[src/rtl/div_4bit_seq.sv]
// Sequential restoring divider: one quotient bit per clock under a start/done handshake.
// Optional DIV_ZERO_FLAG_EN adds the dz output and a fast path for a zero divisor.
module div_4bit_seq #(
    parameter int unsigned WIDTH = 4
) (
    input  logic             clk,
    input  logic             rst,
    input  logic             start,
    input  logic [WIDTH-1:0] dividend,
    input  logic [WIDTH-1:0] divisor,
    output logic             busy,
    output logic             done,
    output logic [WIDTH-1:0] quotient,
    output logic [WIDTH-1:0] remainder
`ifdef DIV_ZERO_FLAG_EN
    ,
    output logic             dz
`endif
);

    localparam int unsigned CW = $clog2(WIDTH);

    typedef enum logic [1:0] {
        IDLE = 2'd0,
        RUN  = 2'd1,
        DONE = 2'd2
    } state_t;

    state_t           state;
    state_t           state_nxt;
    logic [WIDTH-1:0] r;
    logic [WIDTH-1:0] q;
    logic [WIDTH-1:0] dvs;
    logic [CW-1:0]    cnt;
    logic [WIDTH:0]   r_sh;
    logic [WIDTH:0]   diff;
    logic             ge;
    logic [WIDTH-1:0] r_new;
    logic [WIDTH-1:0] q_new;
    logic             last;
    logic             skip;
    logic             accept;
    logic             busy_nxt;
    logic             done_nxt;

    // One restoring step; partial remainder stays below divisor, so the borrow bit is the compare.
    always_comb begin
        r_sh  = {r, q[WIDTH-1]};
        diff  = r_sh - {1'b0, dvs};
        ge    = ~diff[WIDTH];
        r_new = ge ? diff[WIDTH-1:0] : r_sh[WIDTH-1:0];
        q_new = {q[WIDTH-2:0], ge};
    end

`ifdef DIV_ZERO_FLAG_EN
    assign skip = (dvs == '0);
`else
    assign skip = 1'b0;
`endif

    assign last = (cnt == CW'(WIDTH - 1));

    // Next-state and registered-output decode
    always_comb begin
        state_nxt = state;
        busy_nxt  = 1'b0;
        done_nxt  = 1'b0;
        accept    = 1'b0;
        case (state)
            IDLE, DONE: begin
                if (start) begin
                    accept    = 1'b1;
                    state_nxt = RUN;
                    busy_nxt  = 1'b1;
                end else begin
                    state_nxt = IDLE;
                end
            end
            RUN: begin
                if (last || skip) begin
                    state_nxt = DONE;
                    done_nxt  = 1'b1;
                end else begin
                    busy_nxt  = 1'b1;
                end
            end
            default: state_nxt = IDLE;
        endcase
    end

    always_ff @(posedge clk) begin
        if (rst) begin
            state     <= IDLE;
            busy      <= 1'b0;
            done      <= 1'b0;
            quotient  <= '0;
            remainder <= '0;
            r         <= '0;
            q         <= '0;
            dvs       <= '0;
            cnt       <= '0;
`ifdef DIV_ZERO_FLAG_EN
            dz        <= 1'b0;
`endif
        end else begin
            state <= state_nxt;
            busy  <= busy_nxt;
            done  <= done_nxt;
            if (accept) begin
                r   <= '0;
                q   <= dividend;
                dvs <= divisor;
                cnt <= '0;
            end else if (state == RUN) begin
                r   <= r_new;
                q   <= q_new;
                cnt <= cnt + CW'(1);
            end
            // On the skip path q still holds the untouched dividend
            if (done_nxt) begin
                quotient  <= skip ? '1 : q_new;
                remainder <= skip ? q : r_new;
`ifdef DIV_ZERO_FLAG_EN
                dz        <= skip;
`endif
            end
        end
    end

endmodule

[config.mk]
export PLATFORM = sky130hd
export DESIGN_NAME = div_4bit_seq
export DESIGN_NICKNAME = d
export VERILOG_FILES = /design/src/rtl/div_4bit_seq.sv
export SDC_FILE = /design/constraint.sdc
export NUM_CORES = 1
export LEC_CHECK = 0
export BUFFER_PORTS_ARGS = -buffer_cell sky130_fd_sc_hd__buf_2
export CORE_ASPECT_RATIO = 0.75
export CORE_UTILIZATION = 30
export DETAILED_ROUTE_END_ITERATION = 12
export HOLD_SLACK_MARGIN = 0.03
export PLACE_DENSITY_LB_ADDON = 0.2
export SYNTH_ARGS = -nofsm -noshare
export SYNTH_HDL_FRONTEND = slang
export SYNTH_SLANG_ARGS = --single-unit
[constraint.sdc]
create_clock -name clk -period 3.4 [get_ports clk]
set_input_delay 0.17 -clock clk [delete_from_list [all_inputs] [get_ports clk]]
set_output_delay 0.17 -clock clk [all_outputs]
set_load 0.01 [all_outputs]
==> results of run 1 <==
synthesized netlist by cell type, drive strengths merged:
cell,count
buf,1
ha,5
nand3b,1
a22o,1
a21oi,17
xor2,3
mux2i,5
a22oi,4
nand2b,2
xnor2,1
and2,1
a32o,1
nor2,8
o31ai,1
fa,1
o21a,1
o21ai,3
dfxtp,26
a211oi,2
nor3,3
clkbuf,5
or3b,1
a21o,1
nor2b,2
nand2,23
inv,5
path summary, 6_finish.rpt:
kind                                   from  depth (start not counted)  slack, ns     endpoint
worst min-delay path             divisor[3]                          3       0.14       dvs[3]
worst max register to register         q[3]                          9       1.14         r[2]
worst min register to register  quotient[1]                          2       0.46  quotient[1]
worst max-delay path                   q[3]                          9       1.14         r[2]
cell type report:
type	instances	area (um2)
Multi-Input combinational cell	87	563
Clock buffer	3	41.3
Timing Repair Buffer	21	108
Clock inverter	1	30.0
Fill cell	362	2080
Sequential cell	26	520
Tap cell	50	62.6
Inverter	5	18.8
metal layers:
| layer | up-vias | wire length [um] | share of wire [%] |
|---|---|---|---|
| met5 | - | 0 | 0 |
| met4 | 0 | 12 | 0.52 |
| met3 | 2 | 107 | 4.7 |
| met2 | 20 | 939 | 41 |
| met1 | 393 | 1230 | 54 |
| li1 | 463 | - | - |
cells in the final DEF, fill, tap and decap left out:
master	instances
xor2_1	2
xor2_4	1
o21a_1	1
and2_1	1
nand3b_1	1
bufinv_16	1
or3b_2	1
o21ai_0	3
dfxtp_1	26
a21oi_4	1
fa_1	1
a211oi_1	2
nand2b_1	2
ha_1	5
a21o_1	1
a22o_1	1
a32o_1	1
clkbuf_8	3
inv_1	5
nor2_1	8
mux2i_1	5
nor2b_1	2
xnor2_1	1
buf_2	20
nand2_1	23
o31ai_1	1
buf_4	1
a21oi_1	16
nor3_1	3
a22oi_1	4
stage by stage:
step	area (um2)	worst slack [ns]
after floorplan	1130	1.34
after global placement	1270	1.23
after detailed placement	1270	1.14
after CTS	1340	1.15
after global routing	1340	1.02
final	1340	1.14
state kept, by name (all words and copies together) (netlist names):
signal / count
quotient: 4
busy: 1
remainder: 4
done: 1
cnt: 2
q: 4
dvs: 4
r: 4
state: 2
power by group through the flow:
| stage | Combinational [mW] | Clock [mW] | Sequential [mW] |
|---|---|---|---|
| global route | 0.119 | 0.272 | 0.328 |
| CTS | 0.108 | 0.262 | 0.326 |
| floorplan | 0.0833 | 0 | 0.331 |
| global placement | 0.105 | 0 | 0.333 |
| finish | 0.108 | 0.259 | 0.327 |
| detailed placement | 0.108 | 0 | 0.333 |
logic make-up after synthesis:
kind of cell | count (synthesis)
muxes | 5
buffers and inverters | 11
adders and majority gates | 6
and+or+nand+nor | 41
AOI/OAI and AO/OA | 31
DFF | 26
xor gates and xnor gates | 4
worst max-delay path, stage by stage, from the launching register on:
cell and delay [ns]:
dfxtp_1 0.32, inv_1 0.06, ha_1 0.18, inv_1 0.06
fa_1 0.40, a21o_1 0.20, a21oi_4 0.20, xor2_4 0.27
mux2i_1 0.35, o21ai_0 0.12
==> metrics.md, run 1 <==
| Metric | Value |
|---|---|
| Antenna Cells | `0` |
| Syn_nets | `between 100 and 150` |
| Fin util | `39.3%` |
| Mapped Cells | `roughly 120` |
| Wirelength per Cell | `11.9 um` |
| Fin. max-slew vios | `0` |
| Non-Filler Instances | `around 190` |
| Power, Total | `approximately 0.69 mW` |
| #FFs+latches synth | `26` |
| Vias per cell | `approximately 4.5` |
| Comb power frac | `between 10% and 20%` |
| Final count of hold timing violations | `0` |
| Sw Pwr | `approximately 0.17 mW` |
| CTS tree | `done` |
| Fraction of layout cells with a size suffix above 1 | `19.6%` |
| Mapped Area | `roughly 1100 um2` |
| Pwr dens | `between 500 and 600 nW/um2` |
| Fin Setup TNS | `0 ns` |
| Adder-cell share of the synthesized area | `7.33%` |
| Max clock buf depth | `2` |
| Area grow syn2layout | `19.3%` |
| Vias in the first global route | `between 800 and 900` |
| Share of power burned in registers | `47.1%` |
| Nets | `between 150 and 200` |
| Worst Hold Class | `in2reg` |
| Worst hold margin | `about 0.14 ns` |
| CTS clk-pin slew, worst paths | `roughly 0.10 ns` |
| CTS root buf | `clkbuf_8` |
| 1st-iter DRT viols | `7` |
| Largest family of logic cells by synthesized area | `compound AO/OA/AOI/OAI gates` |
| Post-CTS setup buffers | `0` |
| Period utilization | `66.6%` |
| Post-CTS Hold Buffers | `0` |
| CTS buffer count | `3` |
| CP Launch Type | `flop` |
| Headroom to the max-slew limit | `between 40% and 50%` |
| Initial antenna violation count | `0` |
| Int Pwr | `around 0.52 mW` |
| Worst Skew | `between 0.01 and 0.015 ns` |
| Crit path required time | `roughly 3.6 ns` |
| Post-synthesis xor/xnor area fraction | `approximately 4.8%` |
| Clock latency on the worst-skew pair | `between 0.2 and 0.3 ns` |
| Clock power frac | `a little under two fifths` |
| RSZ-0062 raised after global routing | `no` |
| Remaining global-route overflow | `0` |
| Yosys top cell area share | `a little under half` |
| Fmax | `between 400 and 500 MHz` |
| Post-synthesis mux area share | `approximately 4.4%` |
| Area contributors post-synth | `dfxtp_1 46%, nand2_1 7.7%, a21oi_1 7.1%` |
| Synth Area in Compound Gates | `between 15 and 20%` |
| Worst slew pin tran | `0.897 ns` |
| Clock sink count | `26` |
| Initial core utilization | `approximately a third` |
| DRT Pass-1 Iters | `3` |
| Row count | `18` |
| Simple-Gate Fraction of Synth Area | `15.9%` |
| GR Util met2 | `about 22%` |
| Die Span Y | `between 50 and 60 um` |
| Worst Setup End Kind | `flop` |
| Max_cap viols | `0` |
| Core area | `approximately 3400 um2` |
| Worst-path fanout max | `6` |
| Overall fraction of global-route tracks in use | `12.8%` |
| Die ar. | `4010 um2` |
| Post_cts resized | `0` |
| Routed Wire Length | `2290 um` |
| Count of final setup violators | `0` |
| Avg Cell Area, Syn | `roughly 9.1 um2` |
| Cell total after placement | `189` |
| Lkg Pwr | `roughly 0.55 nW` |
| Max VDD drop | `roughly 0.00030 V` |
| Die W | `around 73 um` |
| Post-synthesis sequential area ratio | `46.2%` |
| Port buffer count | `20` |
| CP arrival | `about 2.4 ns` |
| ANT nets after route | `0` |
| # DRC | `0` |
| CTS H-tree lvls | `1` |
| Largest net degree at the start of global routing | `25` |
| Met1 usage | `between 15 and 20%` |
| Net Sw Frac | `around 25%` |
| Cell taking the most area after synthesis | `dfxtp_1` |
| Tmin final | `between 2 and 2.5 ns` |
| Outcome | `completed` |
| Placed wire-length estimate after detailed placement | `about 1800 um` |
| Met3 GRT Util | `under 10%` |
| First-pass GRT wire length | `about 3800 um` |
| Post-synth cell types | `28` |
| Setup CP Type | `reg2reg` |
| Vias | `878` |
| I/O pin count | `21` |
| Placer Congestion | `slightly below 0.8` |
| Ys Warns | `0` |
| Most used routing layer | `met2` |
Power figures use the tool's default switching activity.
==> run 2: changes to the inputs <==
- clock period: 3.4 -> 1.8 ns (I/O delays scaled with it)
==> run 2 against run 1 <==
The flow now finishes with violations (negative setup slack); critical endpoint is now r[0]; wire length is 10% higher; clock skew is 0.0097 ns lower; total power is 78% higher; highest routed layer is now met3.
==> metrics.md, run 2 (synthesized netlist as in run 1, its figures left out) <==
| Metric | Value |
|---|---|
| # fillers | `355 (was 362)` |
| Initial antenna violation count | `0 (unchanged)` |
| Placed wire-length estimate after detailed placement | `1750 um (about the same)` |
| Overall fraction of global-route tracks in use | `13.0% (was 12.8%)` |
| Clock sink count | `26 (unchanged)` |
| Worst path most repeated cell | `inv_2 (was inv_1)` |
| Power, Total | `1.23 mW (was 0.693 mW)` |
| CP Launch Type | `flop (unchanged)` |
| Max VDD drop | `0.000602 V (was 0.000303 V)` |
| Worst-path fanout max | `6 (unchanged)` |
| Placer Congestion | `0.807 (was 0.795)` |
| RR Endpoint | `r[0] (was r[2])` |
| Worst path max stage delay | `0.33 ns (was 0.40 ns)` |
| Setup CP Type | `reg2reg (unchanged)` |
| First-pass GRT wire length | `3800 um (about the same)` |
| Nets | `177 (was 161)` |
| Headroom to the max-slew limit | `70.7% (was 40.1%)` |
| Max clock buf depth | `2 (unchanged)` |
| Lkg Pwr | `0.606 nW (was 0.546 nW)` |
| Cell total after placement | `198 (was 189)` |
| Outcome | `complete, but fails checks (was completed)` |
| Port buffer count | `20 (unchanged)` |
| Net Sw Frac | `26.9% (was 24.8%)` |
| CTS root buf | `clkbuf_8 (unchanged)` |
| Die ar. | `4010 um2 (unchanged)` |
| CTS H-tree lvls | `1 (unchanged)` |
| Non-Filler Instances | `208 (was 193)` |
| Worst path depth | `9 (unchanged)` |
| R2R Setup Slk | `-0.32 ns (was 1.14 ns)` |
| CTS clk-pin slew, worst paths | `0.08 ns (was 0.10 ns)` |
| Int Pwr | `0.901 mW (was 0.521 mW)` |
| Clock latency on the worst-skew pair | `0.26 ns (was 0.27 ns)` |
| Violated checks | `negative setup slack` |
| Worst Hold Class | `in2reg (unchanged)` |
| Largest net degree at the start of global routing | `25 (unchanged)` |
| Remaining global-route overflow | `0 (unchanged)` |
| Row count | `18 (unchanged)` |
| Fin util | `43.2% (was 39.3%)` |
| Fraction of layout cells with a size suffix above 1 | `34.8% (was 19.6%)` |
| Antenna Cells | `0 (unchanged)` |
| CP top delay family | `compound AO/OA/AOI/OAI gates (was adder cells)` |
| Count of final setup violators | `10 (was 0)` |
| 1st-iter DRT viols | `37 (was 7)` |
| ANT nets after route | `0 (unchanged)` |
| # DRC | `0 (unchanged)` |
| Final count of hold timing violations | `0 (unchanged)` |
| Tmin final | `2.12 ns (was 2.26 ns)` |
| Initial core utilization | `32.9% (unchanged)` |
| Commonest non-fill, non-tap cell in the layout | `dfxtp_1 (unchanged)` |
| Die Span Y | `55.1 um (unchanged)` |
| CTS buffer count | `3 (unchanged)` |
| Pwr dens | `833 nW/um2 (was 516 nW/um2)` |
| Most frequent cells in the layout | `24 x dfxtp_1, 23 x nand2_1, 20 x buf_2 (was 26 x dfxtp_1, 23 x nand2_1, 20 x buf_2)` |
| CTS tree | `done (unchanged)` |
| Share of power burned in registers | `50.2% (was 47.1%)` |
| Die W | `72.7 um (unchanged)` |
| Final worst slack | `-0.324 ns (was 1.14 ns)` |
| Period utilization | `118% (was 66.6%)` |
| Area grow syn2layout | `31.4% (was 19.3%)` |
| Clock power frac | `25.8% (was 37.3%)` |
| Slowest-stage cell, CP | `dfxtp_2 (was fa_1)` |
| Crit path required time | `2.01 ns (was 3.56 ns)` |
| Worst Skew | `0.00174 ns (was 0.0114 ns)` |
| Hold EP | `dvs[0] (was dvs[3])` |
| Worst slew pin tran | `0.439 ns (was 0.897 ns)` |
| Vias per cell | `4.45 (was 4.55)` |
| Max_cap viols | `0 (unchanged)` |
| RSZ-0062 raised after global routing | `yes (was no)` |
| Worst R2R Start | `q[3] (unchanged)` |
| Core area | `3420 um2 (unchanged)` |
| Buf/Inv on CP | `2 (unchanged)` |
| Vias in the first global route | `837 (was 836)` |
| Vias | `925 (was 878)` |
| Worst Hold Depth | `3 (unchanged)` |
| R2R depth | `9 (unchanged)` |
| Routed Wire Length | `2530 um (was 2290 um)` |
| Critical path cell sequence | `inv_2 -> ha_4 -> inv_2 -> fa_2 -> a21o_1 -> a21oi_4 -> xor2_4 -> mux2i_2 -> a32o_1 (was inv_1 -> ha_1 -> inv_1 -> fa_1 -> a21o_1 -> a21oi_4 -> xor2_4 -> mux2i_1 -> o21ai_0)` |
| DRT Pass-1 Iters | `4 (was 3)` |
| Wirelength per Cell | `12.1 um (was 11.9 um)` |
| Comb power frac | `24.0% (was 15.5%)` |
| I/O pin count | `21 (unchanged)` |
| CP arrival | `2.34 ns (was 2.43 ns)` |
| Fmax | `471 MHz (was 442 MHz)` |
| Sw Pwr | `0.332 mW (was 0.172 mW)` |
| Min-delay src | `divisor[0] (was divisor[3])` |
| Fin. max-slew vios | `0 (unchanged)` |
| Worst Setup End Kind | `flop (unchanged)` |
-- run 2: cell types whose count changed in the layout (fill, tap and decap cells not counted), sizes merged --
| cell | delta |
|---|---|
| buf | +16 |
| bufinv | -1 |
-- run 2: area by class of cell --
cell class              count  area, um2  share of cell area, %
multi-input cells          87        603                   40.7
inverters                   5       18.8                   1.27
repair buffers             37        231                   15.6
flip-flops and latches     26        523                   35.3
well taps                  50       62.6                   4.23
clock buffers               3       41.3                   2.79
-- run 2: per-layer routing --
layer / GRT usage (%) / vias to the layer above / part of all wire (%)
li1: - / 486 / -
met1: 16.8 / 413 / 51
met2: 20.9 / 26 / 44
met3: 5.07 / 0 / 5.2
met4: 2.29 / 0 / 0
met5: 0 / - / 0
-- run 2: power groups by stage --
stage               sequential [mW]  combinational [mW]  clock [mW]
global route                  0.621               0.322       0.355
CTS                           0.618               0.270       0.340
floorplan                     0.628               0.163           0
global placement              0.631               0.227           0
finish                        0.619               0.296       0.318
detailed placement            0.631               0.230           0
-- run 2: worst max-delay path by stage --
stage / startpoint / end / slack (ns)
detailed placement: q[3] / r[0] / -0.35
global route: q[3] / remainder[1] / -0.40
floorplan: q[3] / r[0] / -0.14
CTS: q[3] / r[0] / -0.31
global placement: q[3] / r[0] / -0.30
finish: q[3] / r[0] / -0.32
-- run 2: through the flow --
| stage | hold WS, ns | cell area [um2] | setup TNS (ns) | setup slack, ns |
|---|---|---|---|---|
| floorplan | 0.174 | 1150 | -1.10 | -0.142 |
| finish | 0.0495 | 1480 | -2.83 | -0.324 |
| global placement | 0.328 | 1360 | -2.05 | -0.296 |
| CTS | 0.0392 | 1450 | -2.58 | -0.308 |
| global route | 0.0454 | 1480 | -3.61 | -0.399 |
| detailed placement | 0.332 | 1360 | -2.61 | -0.355 |
-- run 2: worst reg2reg max path, cell delays in order, from the launching register on --
cell and delay, ns:
dfxtp_2 0.33, inv_2 0.07, ha_4 0.13, inv_2 0.03, fa_2 0.33, a21o_1 0.19, a21oi_4 0.18, xor2_4 0.31
mux2i_2 0.31, a32o_1 0.19
-- run 2: what timing repair did --
item                       CTS  global route
setup endpoints to repair   10            10
setup buffers                5             3
pin swaps                    5             5
resized for setup            3             5
hold buffers                 0             0
hold endpoints to repair     0             0
==> run 3: changes to the inputs <==
- RECOVER_POWER: default -> 25
==> run 3 against run 2 <==
The run still ends with negative setup slack left; sequential power about the same; die area stayed put; via count is 0.11% higher; setup slack is essentially flat; worst hold slack worse by 0.00060 ns; clock power hardly changed; critical path depth is the same; critical endpoint unchanged; highest routed layer unchanged.
==> metrics.md, run 3 (synthesized netlist as in run 1, its figures left out) <==
| Metric | Value |
|---|---|
| Wirelength per Cell | `12.2 um (was 12.1 um)` |
| Violated checks | `negative setup slack (unchanged)` |
| Crit path required time | `2.01 ns (about the same)` |
| Clock latency on the worst-skew pair | `0.26 ns (about the same)` |
| Area grow syn2layout | `30.8% (was 31.4%)` |
| Die ar. | `4010 um2 (unchanged)` |
| Tmin final | `2.12 ns (about the same)` |
| Fmax | `471 MHz (about the same)` |
| Worst Setup End Kind | `flop (unchanged)` |
| Nets | `177 (unchanged)` |
| Period utilization | `118% (about the same)` |
| Max clock buf depth | `2 (unchanged)` |
| Most frequent cells in the layout | `24 x dfxtp_1, 23 x nand2_1, 16 x buf_4 (was 24 x dfxtp_1, 23 x nand2_1, 20 x buf_2)` |
| Lkg Pwr | `0.581 nW (was 0.606 nW)` |
| Post-CTS Hold Buffers | `0 (unchanged)` |
| Die Span Y | `55.1 um (unchanged)` |
| Fraction of layout cells with a size suffix above 1 | `31.0% (was 34.8%)` |
| Core area | `3420 um2 (unchanged)` |
| Worst slew pin tran | `0.439 ns (about the same)` |
| Largest net degree at the start of global routing | `25 (unchanged)` |
| CTS tree | `done (unchanged)` |
| Worst Skew | `0.00213 ns (was 0.00174 ns)` |
| Fin area | `1470 um2 (was 1480 um2)` |
| CTS root buf | `clkbuf_8 (unchanged)` |
| 1st-iter DRT viols | `37 (unchanged)` |
| Vias | `926 (was 925)` |
| Antenna Cells | `0 (unchanged)` |
| Max_cap viols | `0 (unchanged)` |
| Vias in the first global route | `837 (unchanged)` |
| Final worst slack | `-0.324 ns (about the same)` |
| Placed wire-length estimate after detailed placement | `1750 um (unchanged)` |
| Pwr dens | `837 nW/um2 (was 833 nW/um2)` |
| Count of final setup violators | `10 (unchanged)` |
| Fin Setup TNS | `-2.83 ns (about the same)` |
| CTS H-tree lvls | `1 (unchanged)` |
| Placer Congestion | `0.807 (unchanged)` |
| Row count | `18 (unchanged)` |
| Die W | `72.7 um (unchanged)` |
| Fin. max-slew vios | `0 (unchanged)` |
| First-pass GRT wire length | `3800 um (unchanged)` |
| Headroom to the max-slew limit | `70.8% (was 70.7%)` |
| Max VDD drop | `0.000600 V (was 0.000602 V)` |
| Clock sink count | `26 (unchanged)` |
| Overall fraction of global-route tracks in use | `13.0% (unchanged)` |
| Pre-CTS WS | `-0.355 ns (unchanged)` |
| Non-Filler Instances | `208 (unchanged)` |
| Worst Hold Class | `in2reg (unchanged)` |
| CP Launch Type | `flop (unchanged)` |
| Vias per cell | `4.45 (about the same)` |
| Routed Wire Length | `2530 um (about the same)` |
| Commonest non-fill, non-tap cell in the layout | `dfxtp_1 (unchanged)` |
| Cell total after placement | `198 (unchanged)` |
| Setup CP Type | `reg2reg (unchanged)` |
| Outcome | `complete, but fails checks (unchanged)` |
| Post-DP Area | `1360 um2 (unchanged)` |
| Power, Total | `1.23 mW (about the same)` |
| I/O pin count | `21 (unchanged)` |
| ANT nets after route | `0 (unchanged)` |
| Initial antenna violation count | `0 (unchanged)` |
| # DRC | `0 (unchanged)` |
| CTS clk-pin slew, worst paths | `0.08 ns (about the same)` |
| RSZ-0062 raised after global routing | `yes (unchanged)` |
| Worst-path fanout max | `6 (unchanged)` |
| Final count of hold timing violations | `0 (unchanged)` |
| CTS buffer count | `3 (unchanged)` |
| CP arrival | `2.34 ns (about the same)` |
| DRT Pass-1 Iters | `4 (unchanged)` |
| Remaining global-route overflow | `0 (unchanged)` |
| Port buffer count | `20 (unchanged)` |
| Initial core utilization | `32.9% (unchanged)` |
==> run 3: cell count changes in the layout (fill, tap and decap cells not counted), sizes merged <==
cell / before / now
clkbuf: 3 / 9
buf: 37 / 31
==> run 3: path summary, 6_finish.rpt <==
check	from	cells after the start	endpoint	slack, ns
min reg2reg	quotient[1]	2	quotient[1]	0.45
min	divisor[0]	3	dvs[0]	0.05
max	q[3]	9	r[0]	-0.32
max reg2reg	q[3]	9	r[0]	-0.32
==> run 3: report_power, final <==
part / switching, mW / internal [mW]
clock: 0.169 / 0.150
sequential: 0.0194 / 0.599
combinational: 0.145 / 0.151
total: 0.333 / 0.900
==> run 3: critical path, cell delays in order (launching register included) <==
cell	delay (ns)
dfxtp_2	0.33
inv_2	0.07
ha_4	0.13
inv_2	0.03
fa_2	0.33
a21o_1	0.19
a21oi_4	0.18
xor2_4	0.31
mux2i_2	0.31
a32o_1	0.19
==> run 3: layer usage <==
metal  global-route usage [%]  wire length, um
met1                     16.8             1280
met2                     20.9             1110
met3                     5.07              136
met4                     2.29                0
met5                        0                0
==> run 3: final cells by class <==
| type | count | area, um2 |
|---|---|---|
| tap | 50 | 62.6 |
| multi-input combinational | 87 | 603 |
| timing repair buffer | 37 | 224 |
| fill | 358 | 1950 |
| inverter | 5 | 18.8 |
| clock buffer | 3 | 41.3 |
| sequential | 26 | 523 |
==> run 3: repair_timing <==
action,4_1_cts,5_1_grt
endpoints found under the setup margin,10,10
gates cloned,0,0
gates resized for setup,3,5
buffers inserted,5,3
endpoints found under the hold margin,0,0
pin swaps,5,5
==> run 3: metrics by stage <==
stage / util [%] / hold WS [ns]
5_1_grt: 43.0 / 0.0454
3_5_place_dp: 39.7 / 0.332
2_1_floorplan: - / 0.174
4_1_cts: 42.4 / 0.0392
3_3_place_gp: 39.7 / 0.328
6_report: 43.0 / 0.0489
